==> config.mk <==
export PLATFORM = sky130hd
export DESIGN_NAME = lsu_flat
export DESIGN_NICKNAME = d
export VERILOG_FILES = /design/src/rtl/lsu_if.sv /design/src/rtl/lsu.sv /design/src/flat_wrapper.sv
export SDC_FILE = /design/constraint.sdc
export NUM_CORES = 1
export LEC_CHECK = 0
export BUFFER_PORTS_ARGS = -buffer_cell sky130_fd_sc_hd__clkbuf_2
export CAP_MARGIN = 30
export CORE_ASPECT_RATIO = 1.1
export CORE_MARGIN = 4
export CORE_UTILIZATION = 40
export DETAILED_ROUTE_END_ITERATION = 16
export GPL_TIMING_DRIVEN = 0
export PLACE_DENSITY_LB_ADDON = 0.05
export SYNTH_ARGS = -nofsm -noshare
export SYNTH_HDL_FRONTEND = slang
export SYNTH_SLANG_ARGS = --single-unit
==> constraint.sdc <==
create_clock -name i_clk -period 4.7 [get_ports i_clk]
set_clock_uncertainty 0.15 [all_clocks]
set_input_delay 0.705 -clock i_clk [delete_from_list [all_inputs] [get_ports i_clk]]
set_output_delay 0.705 -clock i_clk [all_outputs]
set_load 0.02 [all_outputs]
==> src/rtl/lsu_if.sv <==
// Pipeline/dmem bundle for the load/store unit.
// The slave side is the LSU; the master side is the MEM stage plus dmem.
interface lsu_if #(
  parameter int XLEN = 32
);
  logic              i_req;
  logic              i_we;
  logic [2:0]        i_funct3;
  logic [XLEN-1:0]   i_addr;
  logic [XLEN-1:0]   i_wdata;
  logic              o_busy;
  logic              o_done;
  logic              o_fault;
  logic [XLEN-1:0]   o_rdata;
  logic              o_mem_we;
  logic [XLEN-1:0]   o_mem_addr;
  logic [XLEN-1:0]   o_mem_wdata;
  logic [XLEN/8-1:0] o_mem_wstrb;
  logic [XLEN-1:0]   i_mem_rdata;

  modport slave (
    input  i_req, i_we, i_funct3, i_addr, i_wdata, i_mem_rdata,
    output o_busy, o_done, o_fault, o_rdata,
    output o_mem_we, o_mem_addr, o_mem_wdata, o_mem_wstrb
  );

  modport master (
    output i_req, i_we, i_funct3, i_addr, i_wdata, i_mem_rdata,
    input  o_busy, o_done, o_fault, o_rdata,
    input  o_mem_we, o_mem_addr, o_mem_wdata, o_mem_wstrb
  );
endinterface

==> src/rtl/lsu.sv <==
// Load/store unit: lane alignment, strobes, load extension, and two-beat
// splitting of word-crossing accesses with a one-cycle stall.
module lsu #(
  parameter int XLEN             = 32,
  parameter bit ALLOW_MISALIGNED = 1'b1
) (
  input logic  i_clk,
  input logic  i_rst,
  lsu_if.slave bus
);

  typedef enum logic [0:0] {
    IDLE   = 1'b0,
    SECOND = 1'b1
  } state_t;

  state_t            state_r;
  state_t            state_s;
  logic [XLEN-1:0]   buf_r;
  logic              latch_s;

  logic [1:0]        off_s;
  logic [3:0]        mask_s;
  logic [7:0]        m8_s;
  logic              legal_s;
  logic              crossing_s;
  logic              fault_s;
  logic [4:0]        lo_sh_s;
  logic [5:0]        hi_sh_s;
  logic [XLEN-1:0]   base_s;
  logic [XLEN-1:0]   next_s;
  logic [XLEN-1:0]   wdata_lo_s;
  logic [XLEN-1:0]   wdata_hi_s;
  logic [XLEN-1:0]   rd_lo_s;
  logic [XLEN-1:0]   rd_hi_s;
  logic [XLEN-1:0]   ext_lo_s;
  logic [XLEN-1:0]   ext_hi_s;

  logic              busy_s;
  logic              done_s;
  logic              flt_s;
  logic [XLEN-1:0]   rdata_s;
  logic              mem_we_s;
  logic [XLEN-1:0]   mem_addr_s;
  logic [XLEN-1:0]   mem_wdata_s;
  logic [XLEN/8-1:0] mem_wstrb_s;

  function automatic logic [XLEN-1:0] extend_load(input logic [2:0] f3,
                                                  input logic [XLEN-1:0] raw);
    logic [XLEN-1:0] res;
    case (f3)
      3'd0:    res = {{(XLEN-8){raw[7]}}, raw[7:0]};
      3'd1:    res = {{(XLEN-16){raw[15]}}, raw[15:0]};
      3'd2:    res = raw;
      3'd4:    res = {{(XLEN-8){1'b0}}, raw[7:0]};
      3'd5:    res = {{(XLEN-16){1'b0}}, raw[15:0]};
      default: res = {XLEN{1'b0}};
    endcase
    return res;
  endfunction

  // Decode width, legality and whether the access straddles a word boundary
  always_comb begin
    off_s   = bus.i_addr[1:0];
    mask_s  = 4'b0000;
    legal_s = 1'b0;
    case (bus.i_funct3)
      3'd0: begin mask_s = 4'b0001; legal_s = 1'b1;       end
      3'd1: begin mask_s = 4'b0011; legal_s = 1'b1;       end
      3'd2: begin mask_s = 4'b1111; legal_s = 1'b1;       end
      3'd4: begin mask_s = 4'b0001; legal_s = !bus.i_we;  end
      3'd5: begin mask_s = 4'b0011; legal_s = !bus.i_we;  end
      default: begin mask_s = 4'b0000; legal_s = 1'b0;    end
    endcase
    m8_s       = {4'b0000, mask_s} << off_s;
    crossing_s = (m8_s[7:4] != 4'b0000);
    fault_s    = !legal_s || (crossing_s && !ALLOW_MISALIGNED);
  end

  // Lane shifting for both beats; the upper beat takes bytes shifted out of the lower one
  always_comb begin
    lo_sh_s    = {off_s, 3'b000};
    hi_sh_s    = 6'd32 - {1'b0, off_s, 3'b000};
    base_s     = {bus.i_addr[XLEN-1:2], 2'b00};
    next_s     = base_s + {{(XLEN-3){1'b0}}, 3'd4};
    wdata_lo_s = bus.i_wdata << lo_sh_s;
    wdata_hi_s = bus.i_wdata >> hi_sh_s;
    rd_lo_s    = bus.i_mem_rdata >> lo_sh_s;
    rd_hi_s    = (bus.i_mem_rdata << hi_sh_s) | (buf_r >> lo_sh_s);
    ext_lo_s   = extend_load(bus.i_funct3, rd_lo_s);
    ext_hi_s   = extend_load(bus.i_funct3, rd_hi_s);
  end

  // Next-state and dmem/pipeline outputs
  always_comb begin
    state_s     = state_r;
    latch_s     = 1'b0;
    busy_s      = 1'b0;
    done_s      = 1'b0;
    flt_s       = 1'b0;
    rdata_s     = {XLEN{1'b0}};
    mem_we_s    = 1'b0;
    mem_addr_s  = base_s;
    mem_wdata_s = {XLEN{1'b0}};
    mem_wstrb_s = 4'b0000;
    case (state_r)
      IDLE: begin
        if (!bus.i_req) begin
          state_s = IDLE;
        end else if (fault_s) begin
          done_s = 1'b1;
          flt_s  = 1'b1;
        end else if (crossing_s) begin
          mem_we_s    = bus.i_we;
          mem_wstrb_s = m8_s[3:0];
          mem_wdata_s = wdata_lo_s;
          busy_s      = 1'b1;
          latch_s     = 1'b1;
          state_s     = SECOND;
        end else begin
          mem_we_s    = bus.i_we;
          mem_wstrb_s = m8_s[3:0];
          mem_wdata_s = wdata_lo_s;
          done_s      = 1'b1;
          rdata_s     = bus.i_we ? {XLEN{1'b0}} : ext_lo_s;
        end
      end
      SECOND: begin
        // Always fall back to IDLE, even if the requester broke the hold rule
        state_s    = IDLE;
        mem_addr_s = next_s;
        if (bus.i_req) begin
          mem_we_s    = bus.i_we;
          mem_wstrb_s = m8_s[7:4];
          mem_wdata_s = wdata_hi_s;
          done_s      = 1'b1;
          rdata_s     = bus.i_we ? {XLEN{1'b0}} : ext_hi_s;
        end else begin
          mem_we_s = 1'b0;
        end
      end
      default: begin
        state_s = IDLE;
      end
    endcase
  end

  // FSM state and first-beat read buffer
  always_ff @(posedge i_clk) begin
    if (i_rst) begin
      state_r <= IDLE;
      buf_r   <= {XLEN{1'b0}};
    end else begin
      state_r <= state_s;
      if (latch_s) begin
        buf_r <= bus.i_mem_rdata;
      end else begin
        buf_r <= buf_r;
      end
    end
  end

  // Reset forces every output quiet, which also cancels a pending second beat
  assign bus.o_busy      = i_rst ? 1'b0 : busy_s;
  assign bus.o_done      = i_rst ? 1'b0 : done_s;
  assign bus.o_fault     = i_rst ? 1'b0 : flt_s;
  assign bus.o_rdata     = i_rst ? {XLEN{1'b0}} : rdata_s;
  assign bus.o_mem_we    = i_rst ? 1'b0 : mem_we_s;
  assign bus.o_mem_addr  = i_rst ? {XLEN{1'b0}} : mem_addr_s;
  assign bus.o_mem_wdata = i_rst ? {XLEN{1'b0}} : mem_wdata_s;
  assign bus.o_mem_wstrb = i_rst ? 4'b0000 : mem_wstrb_s;

endmodule

==> src/flat_wrapper.sv <==
// flat-port wrapper written by rule: the top's interface ports become plain ports
module lsu_flat 
#(
  parameter int XLEN             = 32,
  parameter bit ALLOW_MISALIGNED = 1'b1
)
  (i_clk, i_rst, bus_i_req, bus_i_we, bus_i_funct3, bus_i_addr, bus_i_wdata, bus_i_mem_rdata, bus_o_busy, bus_o_done, bus_o_fault, bus_o_rdata, bus_o_mem_we, bus_o_mem_addr, bus_o_mem_wdata, bus_o_mem_wstrb);
  lsu_if #(.XLEN(XLEN)) bus_i ();
  input logic i_clk;
  input logic i_rst;
  input wire logic [$bits(bus_i.i_req)-1:0] bus_i_req;
  input wire logic [$bits(bus_i.i_we)-1:0] bus_i_we;
  input wire logic [$bits(bus_i.i_funct3)-1:0] bus_i_funct3;
  input wire logic [$bits(bus_i.i_addr)-1:0] bus_i_addr;
  input wire logic [$bits(bus_i.i_wdata)-1:0] bus_i_wdata;
  input wire logic [$bits(bus_i.i_mem_rdata)-1:0] bus_i_mem_rdata;
  output wire logic [$bits(bus_i.o_busy)-1:0] bus_o_busy;
  output wire logic [$bits(bus_i.o_done)-1:0] bus_o_done;
  output wire logic [$bits(bus_i.o_fault)-1:0] bus_o_fault;
  output wire logic [$bits(bus_i.o_rdata)-1:0] bus_o_rdata;
  output wire logic [$bits(bus_i.o_mem_we)-1:0] bus_o_mem_we;
  output wire logic [$bits(bus_i.o_mem_addr)-1:0] bus_o_mem_addr;
  output wire logic [$bits(bus_i.o_mem_wdata)-1:0] bus_o_mem_wdata;
  output wire logic [$bits(bus_i.o_mem_wstrb)-1:0] bus_o_mem_wstrb;
  assign bus_i.i_req = bus_i_req;
  assign bus_i.i_we = bus_i_we;
  assign bus_i.i_funct3 = bus_i_funct3;
  assign bus_i.i_addr = bus_i_addr;
  assign bus_i.i_wdata = bus_i_wdata;
  assign bus_i.i_mem_rdata = bus_i_mem_rdata;
  assign bus_o_busy = bus_i.o_busy;
  assign bus_o_done = bus_i.o_done;
  assign bus_o_fault = bus_i.o_fault;
  assign bus_o_rdata = bus_i.o_rdata;
  assign bus_o_mem_we = bus_i.o_mem_we;
  assign bus_o_mem_addr = bus_i.o_mem_addr;
  assign bus_o_mem_wdata = bus_i.o_mem_wdata;
  assign bus_o_mem_wstrb = bus_i.o_mem_wstrb;
  lsu #(.XLEN(XLEN), .ALLOW_MISALIGNED(ALLOW_MISALIGNED)) u_core (.i_clk(i_clk), .i_rst(i_rst), .bus(bus_i));
endmodule
==> impl_metrics.py, run 1 <==
metrics = {
    "yosys": {
        "synth-simple-area-share": 0.258,
        "yosysSeqAreaShare": 0.119,
        "ys_seq_elements": 33,
        "yosys.area.top_type_share": 0.148,
        "netlist_instances": 786,
        "ys_async_sr_fraction": 0,
        "synth_mux_area_frac": 0.209,
        "synth_compound_area_frac": 0.281,
        "synthAdderAreaFrac": 0.00451,
        "ys_warn_count": 0,
        "synth_enable_flop_cells": 0,
        "avgSynthCellArea_um2": 7.06,
        "synth_common_cells": "121 x nor2_1, 82 x mux2i_1, 75 x nand2_1",
        "yosysMostFrequentCell": "nor2_1",
        "synth_top_area_cell": "mux2i_1",
        "synthXorXnorAreaFrac": 0.0426,
        "synth.distinct_cells": 61,
        "synth_top_family_by_area": "compound AO/OA/AOI/OAI gates",
        "netlist_top_cells_area": "mux2i_1 15%, dfxtp_1 12%, nor2_1 8.2%, mux2_2 6.1%, nand2_1 5.1%",
        "synth_area_um2": 5550,
        "ys.flop_type": "dfxtp_1",
    },
    "timing": {
        "final_max_slew_viol_count": 0,
        "fin_crit_ns": 4.57,
        "timing.slew.headroom": 0.366,
        "grt_setup_unrepaired": "false",
        "setup_violations": 0,
        "worst_pin_slew_ns": 0.945,
        "hold_viol_final": 0,
        "fin_ws_ns": 0.125,
        "fin_crit_sh": 0.973,
        "fmax_mhz": 219,
    },
    "critical_path": {
        "cp_max_fo": 11,
        "critPathSlowestCell": "nor2_1",
        "crit_start": "bus_i_addr[0]",
        "setup.worst_path.start_class": "primary input",
        "cp_num_buf_inv": 7,
        "cp-end-kind": "output pin",
        "slowest_delay_ns": 0.65,
        "worstPathRequired_ns": 3.85,
        "crit_family": "buffers and inverters",
        "rr_startpoint": "u_core.state_r$_SDFF_PP0_",
        "worstPathCellList": "clkbuf_2 -> clkinvlp_4 -> buf_2 -> ha_1 -> buf_2 -> nor2_1 -> clkbuf_4 -> nor2_1 -> or2_2 -> clkbuf_1 -> a211oi_1 -> clkbuf_2",
        "worstSetupPathType": "primary input to output pin",
        "arrival_ns": 3.72,
    },
    "die": {
        "die_area_um2": 15800,
        "core_area_um2": 13400,
        "num_io_pins": 207,
        "initial_core_util": 0.415,
        "die-height_um": 132,
        "std_cell_rows": 44,
        "chipWidth_um": 120,
    },
    "clock_tree": {
        "cts_num_sinks": 33,
        "clk_pin_slew_ns": 0.05,
        "cts_max_path_buffers": 2,
        "postCtsSetupBuffers": 0,
        "cts_tree": "done",
        "htree_levels": 2,
        "clk_latency_ns": 0.28,
        "cts-root-buf": "clkbuf_16",
        "cts_buffers": 5,
    },
    "run": {
        "maxCapViolCount": 0,
    },
    "place": {
        "portBuffers": 203,
        "pre_cts_slack_ns": -0.394,
        "routabilityCongestion": 0.978,
        "dp_hpwl_um": 18600,
        "numPlacedInstances": 1175,
    },
    "grt": {
        "grtUsageMet3": 0.0610,
        "use_met1": 0.398,
        "grt.overflow.total": 0,
        "grt_pass1_vias": 6737,
        "antenna_found_initial": 0,
        "grt_usage": 0.300,
        "grt_pass1_wl_um": 37900,
        "grt_max_degree": 12,
        "grt_use_met2": 0.492,
        "grt_busiest_layer": "met2",
    },
    "route": {
        "route.detailed.drc": 0,
        "ant_nets": 0,
        "num_vias": 7059,
        "post_drt_wl_per_cell_um": 21.2,
        "drt_iter0_markers": 820,
        "via_per_inst": 5.97,
        "routed_wirelength_um": 25000,
        "first_pass_iters": 6,
    },
    "cells_and_area": {
        "final_util": 0.524,
        "register_area_um2": 661,
        "drive_above_1_share": 0.315,
        "multi_input_area_um2": 4440,
        "fill_cells": 1458,
        "instances_no_fill": 1182,
        "fin_nets": 1102,
        "n_antenna_cell": 0,
        "synthToLayoutAreaGrowth_pct": 26.3,
    },
    "power_and_ir_drop": {
        "power_frac_seq": 0.239,
        "p_per_area_nw_per_um2": 173,
        "swShare": 0.393,
        "clock_power_share": 0.332,
        "ir_drop_mv": 0.163,
        "comb_power_share": 0.429,
        "switching_power_mw": 0.477,
        "leakagePower_nw": 2.99,
        "intPower_mw": 0.737,
    },
    "hold_path": {
        "hp-class": "flip-flop to flip-flop",
        "hold_path_startpoint": "u_core.buf_r[7]$_SDFFE_PP0P_",
    },
    "run_status": {
        "status": "complete, no violations",
    },
}
==> worst reg2reg max path: stages, from the launching register on <==
cell and delay (ns):
dfxtp_1 0.39, clkinv_1 0.29, and3_2 0.32, o211a_1 0.15
buf_6 0.16, buf_12 0.16, mux2i_1 0.16, nor2_1 0.06
==> cells by family (layout without fill, tap and decap cells) <==
kind of cell    Yosys count  count (layout)
compound gates          221             221
other cells               1               2
mux                     112             112
xor+xnor                 27              27
flops                    33              33
simple gates            306             306
buf+inv                  84             295
fa+ha+maj                 2               2
==> repair_timing <==
action,CTS,global route
endpoints found under the setup margin,47,26
hold buffers,0,0
gates resized for setup,2,7
pin swaps,0,1
==> routing by layer <==
layer / wire [um] / vias up
li1: - / 3317
met1: 10100 / 3267
met2: 11500 / 418
met3: 2660 / 57
met4: 691 / 0
met5: 0 / -
==> layout by cell type (no fill, tap or decap), drive strengths merged, types with 11 or more instances in the layout <==
cell type / Yosys / final
a211oi: 31 / 31
nor3: 27 / 27
nand3: 13 / 13
nor2b: 11 / 11
mux2: 30 / 30
o21ai: 37 / 37
nand2: 77 / 77
nor2: 122 / 122
dfxtp: 33 / 33
nand4: 13 / 13
xor2: 22 / 22
clkbuf: 35 / 243
buf: 39 / 40
a31oi: 12 / 12
mux2i: 82 / 82
a21oi: 55 / 55
a22oi: 34 / 34
==> path summary, 6_finish.rpt <==
path | end | slack, ns | cells past startpoint
max | bus_o_mem_wdata[18] | 0.13 | 12
min | u_core.buf_r[7]$_SDFFE_PP0P_ | 0.34 | 2
max reg2reg | u_core.buf_r[3]$_SDFFE_PP0P_ | 2.74 | 7
min reg2reg | u_core.buf_r[7]$_SDFFE_PP0P_ | 0.34 | 2
==> registers in the layout, indices dropped and copies added (netlist names) <==
| name | flops |
|---|---|
| u_core.buf_r | 32 |
| u_core.state_r | 1 |
==> power by group through the flow <==
| stage | sequential [mW] | combinational, mW | clock (mW) |
|---|---|---|---|
| floorplan | 0.294 | 0.312 | 0 |
| global placement | 0.296 | 0.506 | 0 |
| detailed placement | 0.296 | 0.506 | 0 |
| CTS | 0.290 | 0.508 | 0.406 |
| global route | 0.290 | 0.556 | 0.419 |
| finish | 0.290 | 0.521 | 0.403 |
==> area by class of cell <==
cell class,count,share of cell area
Tap cell,184,0.0329
Clock inverter,2,0.00536
Inverter,10,0.00589
Buffer,73,0.0625
Sequential cell,33,0.0943
Timing Repair Buffer,204,0.146
Multi-Input combinational cell,670,0.633
Clock buffer,6,0.0198
==> through the flow <==
| step | area [um^2] | power, mW | setup TNS [ns] | hold slack, ns |
|---|---|---|---|---|
| final | 7010 | 1.21 | 0 | 0.342 |
| after floorplan | 5550 | 0.606 | 0 | 0.302 |
| after CTS | 6980 | 1.20 | 0 | 0.350 |
| after global routing | 7010 | 1.27 | 0 | 0.376 |
| after global placement | 6800 | 0.802 | -14.51 | 0.323 |
| after detailed placement | 6810 | 0.802 | -11.49 | 0.334 |
Note: power is estimated with default switching activity, not from simulation.
==> inputs of run 2 (changes only) <==
SETUP_SLACK_MARGIN = 0.5   (was unset)
TNS_END_PERCENT = 1   (was unset)
==> impl_metrics.py, run 2 (synthesized netlist as in run 1, its figures left out) <==
metrics = {
    "run_status": {
        "status": "complete, no violations",
    },
    "timing": {
        "fin_crit_sh": 0.903,
        "fin_crit_ns": 4.24,
        "hold_viol_final": 0,
        "fin_ws_ns": 0.456,
        "grt_setup_unrepaired": "true",
        "worst_pin_slew_ns": 0.970,
        "fmax_mhz": 236,
        "setup_violations": 0,
        "final_max_slew_viol_count": 0,
        "timing.slew.headroom": 0.349,
    },
    "critical_path": {
        "worstPathRequired_ns": 3.85,
        "cp_max_fo": 10,
        "slowest_delay_ns": 0.56,
        "critPathSlowestCell": "a2111oi_0",
        "setup.worst_path.start_class": "primary input",
        "reg2reg_depth": 7,
        "cpMostUsedCell": "buf_2",
        "reg2reg_slack_ns": 2.73,
        "worstPathCellList": "clkbuf_2 -> inv_1 -> clkbuf_4 -> clkbuf_8 -> ha_1 -> buf_2 -> buf_2 -> buf_2 -> a211oi_1 -> a2111oi_0 -> clkbuf_2",
        "worstSetupPathType": "primary input to output pin",
        "cp-end-kind": "output pin",
        "rr_startpoint": "u_core.state_r$_SDFF_PP0_",
        "rr_endpoint": "u_core.buf_r[3]$_SDFFE_PP0P_",
        "arrival_ns": 3.39,
    },
    "clock_tree": {
        "cts_tree": "done",
        "cts_num_sinks": 33,
        "clk_pin_slew_ns": 0.05,
        "cts_buffers": 5,
        "cts_max_path_buffers": 2,
        "cts_hold_buf": 0,
        "clk_latency_ns": 0.28,
        "cts-root-buf": "clkbuf_16",
        "htree_levels": 2,
    },
    "die": {
        "std_cell_rows": 44,
        "die-height_um": 132,
        "num_io_pins": 207,
        "chipWidth_um": 120,
        "initial_core_util": 0.415,
        "die_area_um2": 15800,
        "core_area_um2": 13400,
    },
    "run": {
        "maxCapViolCount": 0,
    },
    "place": {
        "portBuffers": 203,
        "pre_cts_slack_ns": -0.394,
        "routabilityCongestion": 0.978,
        "dp_hpwl_um": 18600,
    },
    "grt": {
        "use_met1": 0.397,
        "antenna_found_initial": 0,
        "grt_max_degree": 12,
        "grtUsageMet3": 0.0623,
        "grt_pass1_vias": 6775,
        "grt.overflow.total": 0,
        "grt_use_met2": 0.494,
        "grt_usage": 0.300,
        "grt_busiest_layer": "met2",
        "grt_pass1_wl_um": 38000,
    },
    "cells_and_area": {
        "synthToLayoutAreaGrowth_pct": 27.0,
        "n_antenna_cell": 0,
        "largest_register_ffs": 32,
        "final_common_cell": "clkbuf_2",
        "final_util": 0.527,
        "top_regs": "u_core.buf_r: 32 flops, u_core.state_r: 1 flops",
        "top_register": "u_core.buf_r",
        "drive_above_1_share": 0.318,
        "final_cell_mix": "204 x clkbuf_2, 118 x nor2_1, 82 x mux2i_1",
        "fin_nets": 1104,
        "fill_cells": 1455,
    },
    "route": {
        "post_drt_wl_per_cell_um": 21.2,
        "route.detailed.drc": 0,
        "ant_nets": 0,
        "routed_wirelength_um": 25100,
        "drt_iter0_markers": 858,
        "num_vias": 7071,
        "via_per_inst": 5.97,
        "first_pass_iters": 5,
    },
    "hold_path": {
        "hp-class": "flip-flop to flip-flop",
        "hold_path_startpoint": "u_core.buf_r[7]$_SDFFE_PP0P_",
        "hold_depth": 2,
        "hold_end": "u_core.buf_r[7]$_SDFFE_PP0P_",
    },
    "power_and_ir_drop": {
        "ir_drop_mv": 0.163,
        "leakagePower_nw": 3.01,
        "p_per_area_nw_per_um2": 173,
    },
}
-- run 2: changes by cell type in the layout (fill, tap and decap cells not counted), moves of 2 or more --
cell and delta:
nor2_1 -2, buf_2 -3, buf_4 +2, nor2_2 +2
clkbuf_4 +2
-- run 2: where the power goes --
part	switching, mW	internal, mW
logic	0.335	0.191
clock network	0.139	0.265
registers	0.00480	0.285
-- run 2: repair_timing --
action / in CTS / in global routing
buffers inserted: 1 / 0
gates resized for setup: 13 / 6
pin swaps: 1 / 0
cloned: 0 / 0
endpoints found under the setup margin: 63 / 37
-- run 2: worst max-delay path, delay by kind of cell --
| kind | cells | cell delay [ns] |
|---|---|---|
| compound gates | 2 | 0.65 |
| buf+inv | 8 | 1.73 |
| fa+ha+maj | 1 | 0.28 |
-- run 2: area by class of cell --
| type | count | area (um^2) | share of cell area |
|---|---|---|---|
| Timing Repair Buffer | 205 | 1030 | 0.146 |
| Clock buffer | 6 | 139 | 0.0197 |
| Sequential cell | 33 | 661 | 0.0938 |
| Tap cell | 184 | 230 | 0.0327 |
| Clock inverter | 2 | 37.5 | 0.00533 |
| Inverter | 10 | 37.5 | 0.00533 |
| Buffer | 74 | 467 | 0.0662 |
| Multi-Input combinational cell | 670 | 4440 | 0.631 |
-- run 2: metal layers --
layer | share of wire | vias up
met3 | 0.11 | 56
met5 | 0 | -
met1 | 0.40 | 3277
met2 | 0.46 | 419
met4 | 0.025 | 0
li1 | - | 3319
-- run 2: worst max-delay path by stage --
stage / depth (start not counted) / start / slack, ns / endpoint
global placement: 13 / bus_i_addr[0] / -0.49 / bus_o_mem_wdata[29]
CTS: 13 / bus_i_addr[0] / 0.46 / bus_o_rdata[17]
detailed placement: 13 / bus_i_addr[0] / -0.39 / bus_o_mem_wdata[22]
global route: 14 / bus_i_addr[0] / 0.37 / bus_o_rdata[24]
finish: 11 / bus_i_addr[0] / 0.46 / bus_o_mem_wdata[1]
floorplan: 9 / bus_i_addr[0] / 0.40 / bus_o_mem_wdata[0]
-- run 2: stage by stage --
stage | std cells | setup TNS, ns | power, mW | hold WS [ns] | area [um^2]
after floorplan | 787 | 0 | 0.606 | 0.302 | 5550
after global placement | 1174 | -14.51 | 0.802 | 0.323 | 6800
after detailed placement | 1175 | -11.49 | 0.802 | 0.334 | 6810
after CTS | 1184 | 0 | 1.21 | 0.350 | 7030
after global routing | 1184 | 0 | 1.27 | 0.376 | 7050
final | 1184 | 0 | 1.22 | 0.345 | 7050
